--- src/rtl/logs_pwm_demod.sv ---
// PWM-to-sample demodulator: synchronises a 1-bit PWM stream, counts ones over a 2^DEC_LOG2 window
// and hands each saturated count out through a valid/ready register. Optional macro LOGS_DEMOD_SMOOTH_EN adds a two-tap average.
module logs_pwm_demod #(
    parameter int DEC_LOG2 = 8
) (
    input  logic                clk,
    input  logic                reset,
    input  logic                snd_in,
    output logic [DEC_LOG2-1:0] sample_out,
    output logic                sample_valid,
    input  logic                sample_ready,
    output logic                overrun
);

    logic                sync1;
    logic                sync2;
    logic [DEC_LOG2-1:0] wcnt;
    logic [DEC_LOG2:0]   acc;
    logic [DEC_LOG2:0]   total;
    logic [DEC_LOG2-1:0] cnt;
    logic [DEC_LOG2-1:0] load_val;
    logic                win_end;

    assign win_end = (wcnt == {DEC_LOG2{1'b1}});
    assign total   = acc + {{DEC_LOG2{1'b0}}, sync2};
    // total only reaches bit DEC_LOG2 for a window of all ones; clamp that to all-ones
    assign cnt     = total[DEC_LOG2] ? {DEC_LOG2{1'b1}} : total[DEC_LOG2-1:0];

`ifdef LOGS_DEMOD_SMOOTH_EN
    logic [DEC_LOG2-1:0] prev;

    // (cnt + prev + 1) >> 1 rewritten so the sum never needs an extra bit
    assign load_val = (cnt >> 1) + (prev >> 1) + DEC_LOG2'(cnt[0] | prev[0]);

    always_ff @(posedge clk) begin
        if (reset) begin
            prev <= '0;
        end else if (win_end) begin
            prev <= cnt;
        end
    end
`else
    assign load_val = cnt;
`endif

    always_ff @(posedge clk) begin
        if (reset) begin
            sync1        <= 1'b0;
            sync2        <= 1'b0;
            wcnt         <= '0;
            acc          <= '0;
            sample_out   <= '0;
            sample_valid <= 1'b0;
            overrun      <= 1'b0;
        end else begin
            sync1 <= snd_in;
            sync2 <= sync1;
            wcnt  <= wcnt + DEC_LOG2'(1);
            if (win_end) begin
                acc          <= '0;
                sample_out   <= load_val;
                sample_valid <= 1'b1;
                if (sample_valid && !sample_ready) begin
                    overrun <= 1'b1;
                end
            end else begin
                acc <= total;
                if (sample_valid && sample_ready) begin
                    sample_valid <= 1'b0;
                end
            end
        end
    end

endmodule

--- config.mk ---
export PLATFORM = sky130hd
export DESIGN_NAME = logs_pwm_demod
export DESIGN_NICKNAME = d
export VERILOG_FILES = /design/src/rtl/logs_pwm_demod.sv
export SDC_FILE = /design/constraint.sdc
export NUM_CORES = 1
export LEC_CHECK = 0
export CAP_MARGIN = 25
export CORE_MARGIN = 2
export CORE_UTILIZATION = 35
export DETAILED_ROUTE_END_ITERATION = 10
export PLACE_DENSITY_LB_ADDON = 0.05
export SKIP_LAST_GASP = 1
export SLEW_MARGIN = 20
export SYNTH_ARGS = -nofsm -noshare
export SYNTH_HDL_FRONTEND = slang
export SYNTH_SLANG_ARGS = --single-unit
--- constraint.sdc ---
create_clock -name clk -period 2.3 [get_ports clk]
set_input_delay 0.575 -clock clk [delete_from_list [all_inputs] [get_ports clk]]
set_output_delay 0.575 -clock clk [all_outputs]
set_load 0.05 [all_outputs]
# Word-level counts from Yosys, hierarchy flattened
# Index checks and enable logic that the tools add are counted.
# classes
n_addsub,2
n_mul,0
div,0
magnitude_cmp,0
eq_ne,1
n_shift,0
muxes,3
n_bitwise,0
reduce_logical,6
# op_table
operator,n
$add 9x1->9,1
$add 8x1->8 const B,1
$eq 8x8->1 const B,1
$mux 8,1
$logic_and 1x1->1,2
$mux 1,2
$reduce_and 2->1,1
$reduce_bool 2->1,1
$reduce_or 2->1,1
$logic_not 1->1,1
# totals
register_bits,29
latch_bits,0
ramBits,0
romBits,0
inputBits,4
out_inout_bits,10
n_memories,0

# Depth between registers and ports, before layout
# Gate-level depths: netlist (run 1).
# logic_depth
word_depth,3
ltp_mapped,6

# Worst setup path after synthesis (run 1)
# Ideal clock, no wire load.
# synth_timing
path_type,register -> register
start,register sync2
end,register sample_out[0]
t_arrival_ns,1.548
t_required_ns,2.163
setup_slack_ns,0.615
stages_incl_launch_ff,7
path_buffers,0
synth_period_minus_slack_ns,1.685
path_cell_list,dfxtp_1 ha_1 ha_1 nand3_2 o31a_1 nor4_4 a211oi_1
# synth_between
elab_chain_len,2
# synth_lines
item,line_no,text
"start, declared",16,logic sync2;
"start signal, assigned",57,sync2 <= sync1;
$add 9x1->9,25,"assign total = acc + {{DEC_LOG2{1'b0}}, sync2};"
$mux 8,27,assign cnt = total[DEC_LOG2] ? {DEC_LOG2{1'b1}} : total[DEC_LOG2-1:0];
"end signal, assigned",61,sample_out <= load_val;
"end, declared",9,"output logic [DEC_LOG2-1:0] sample_out,"
# No other way between the ends.
# A chain may end at the register's enable or synchronous reset.

# Worst setup path after layout (run 1)
# layout_timing
start,register overrun
end,output port overrun
# layout_lines
item,line_no,text
"start, declared",12,output logic overrun
"start signal, assigned",54,overrun <= 1'b0;
"start signal, assigned",64,overrun <= 1'b1;
# No word-level cell between the ends.

==> out/results.txt, run 1 <==
Initial Util -> 0.362
Syn Nets -> 120
Reg2Reg Depth -> 6
Vias in the first global route -> 750
Max Cap Viol -> 0
Post-CTS Repair Setup Buffers -> 0
Clock Latency Late Sink -> 0.33 ns
Largest stage delay, worst path -> 0.82 ns
Min cycle time layout -> 2.07 ns
Final Setup Violations -> 0
Total CTS buffers -> 5
Post-route clock period utilization -> 0.900
Most used flip-flop cell after synthesis -> dfxtp_1
Synth warnings -> 0
Mapped Area -> 1100 um^2
Die W -> 60.0 um
Dpl hpwl -> 1360 um
Net count, final -> 138
Number of distinct library cells after synthesis -> 25
Required time worst endpoint -> 1.73 ns
Reg clk slew, reported paths -> 0.08 ns
Crit-path slowest cell -> clkdlybuf4s50_1
CP Launch Type -> flop
Slew @ Worst Pin -> 0.533 ns
WP depth -> 1
Vias/cell -> 4.68
Antenna cell count -> 0
Clock root cell -> clkbuf_4
CTS Buffer Depth -> 2
Status -> complete, no violations
Worst-path maximum fanout -> 2
CTS tree -> built
Antenna viol nets, final -> 0
CP startpoint -> overrun$_SDFFE_PP0P_
Drt drc -> 0
Lkg Pwr -> 0.453 nW
# H-tree levels -> 2
Maximum vdd drop -> 361 uV
Yosys reg bits -> 29
Filler instances -> 322
Worst r2r src -> sync2$_SDFF_PP0_
Total track usage -> 0.138
RSZ-0062 raised after global routing -> no
Clock Sinks -> 29
Layout Cells excl Fill -> 176
F_max -> 483 MHz
# rows -> 20
Placed cell count -> 168
Post-synth EDFFs -> 0
Slew Viols, Final -> 0
Die Span Y -> 60.0 um
Fraction of layout cells with a size suffix above 1 -> 0.0909
Crit path to -> overrun
CP Cell Sequence -> clkdlybuf4s50_1
Vias -> 823
Setup CP Type -> reg2out
Skew final -> 0.00664 ns
Core box area -> 3030 um^2
Gr ovfl total -> 0
FF-to-FF End -> sample_out[6]$_SDFFE_PP0P_
Initial drt markers -> 14
Buf/Inv on CP -> 1
Antenna violations before repair -> 0
Hold Path Class -> reg2reg
Pin count of the biggest net entering global routing -> 21
I/O pins -> 14
FFs w/ async S/R, synth -> 0
Hold_ws -> 0.453 ns
Final core occ -> 0.438
Worst Path Arrival -> 1.49 ns
Drt pass-1 iters -> 4
CP Capture Type -> primary output
Sequential-to-total area share from yosys stat -> 0.530
Worst hold start -> sync1$_SDFF_PP0_
Sum Neg Setup Slack -> 0 ns
Max_slew headroom -> 0.642
Cts-stage hold buffer count -> 0
Final wirelength -> 2040 um
R2R Setup Slk -> 0.37 ns
CTS resizes -> 0
Power per Cell Area -> 625 nW/um^2
Routability cong. -> 0.672
Syn Inst Count -> 113
Mean Syn Cell Area -> 9.70 um^2
First-pass GRT wire length -> 3390 um
Wire per inst -> 11.6 um
Final hold violations -> 0
Worst path top cell family by delay -> buffers and inverters
Layout area overhead -> 21.1%
Full die area -> 3600 um^2
PortBufs -> 13
-- Yosys cell counts (2+ instances only) --
cell type	count	area, um^2
a21oi_1	3	15.0
and3_1	2	12.5
nand2_1	3	11.3
inv_1	3	11.3
xnor2_1	4	35.0
nor2b_1	3	18.8
dfxtp_1	29	581
ha_1	3	37.5
o21ai_0	2	10.0
or3_1	2	12.5
nand3_1	5	25.0
xor2_1	6	52.6
buf_2	2	10.0
nor2_1	25	93.8
clkbuf_1	2	7.51
a211oi_1	8	60.1
nand4_1	3	18.8
-- registers in the layout, summed over array words and instances (netlist names) --
| name | count |
|---|---|
| acc | 9 |
| wcnt | 8 |
| sync1 | 1 |
| sync2 | 1 |
| overrun | 1 |
| sample_valid | 1 |
| sample_out | 8 |
-- through the flow --
| step | area [um^2] | total power [W] | worst slack (ns) |
|---|---|---|---|
| 2_1_floorplan | 1100 | 0.000543 | 0.615 |
| 3_3_place_gp | 1280 | 0.000554 | 0.374 |
| 3_5_place_dp | 1280 | 0.000554 | 0.339 |
| 4_1_cts | 1330 | 0.000844 | 0.218 |
| 5_1_grt | 1330 | 0.000878 | 0.168 |
| 6_report | 1330 | 0.000830 | 0.230 |
-- worst min path at each step --
stage | endpoint | cells after the start
5_1_grt | wcnt[0]$_SDFF_PP0_ | 1
4_1_cts | sync2$_SDFF_PP0_ | 1
2_1_floorplan | sync2$_SDFF_PP0_ | 1
3_3_place_gp | wcnt[0]$_SDFF_PP0_ | 1
6_report | sync2$_SDFF_PP0_ | 1
3_5_place_dp | wcnt[0]$_SDFF_PP0_ | 1
-- routing by layer --
layer	share of wire	GRT usage	up-vias
met5	0	0	-
met4	0.025	0.0762	0
met3	0.051	0.0714	6
met2	0.47	0.216	12
met1	0.45	0.150	383
li1	-	-	422
-- cell type report --
class	count	area, um^2	share of cell area
clock buffer	8	48.8	0.0368
sequential	29	581	0.437
inverter	3	11.3	0.00848
timing repair buffer	15	145	0.109
tap	44	55.1	0.0415
multi-input combinational	77	487	0.367
-- kinds of logic after synthesis --
kind of cell,count (synthesis),share of synthesized area
flops,29,0.530
fa+ha+maj,3,0.0343
simple gates,48,0.229
xor+xnor,10,0.0799
compound gates,16,0.100
buf+inv,7,0.0263
-- cells in the final DEF (no fill, tap or decap), drive strengths merged, types with 2 or more instances in the layout --
cell type	n
and3	2
nand2	3
xor2	6
o21ai	2
nor2	25
buf	2
clkbuf	8
clkdlybuf4s50	13
a21oi	3
nor2b	3
nand3	6
inv	3
dfxtp	29
nand4	3
a211oi	8
ha	3
xnor2	4
or3	2
-- power breakdown --
part,internal (W),switching (W),leakage [nW]
registers,0.000509,0.00000474,0.235
logic,0.0000135,0.0000149,0.192
clock network,0.000121,0.000166,0.0265
total,0.000644,0.000186,0.453
Power figures use the tool's default switching activity.
==> inputs of run 2 (changes only) <==
CTS_CLUSTER_DIAMETER = 30   (was not set)
==> results of run 2 <==
The final DEF is identical to that of run 1; final timing and power are the same.
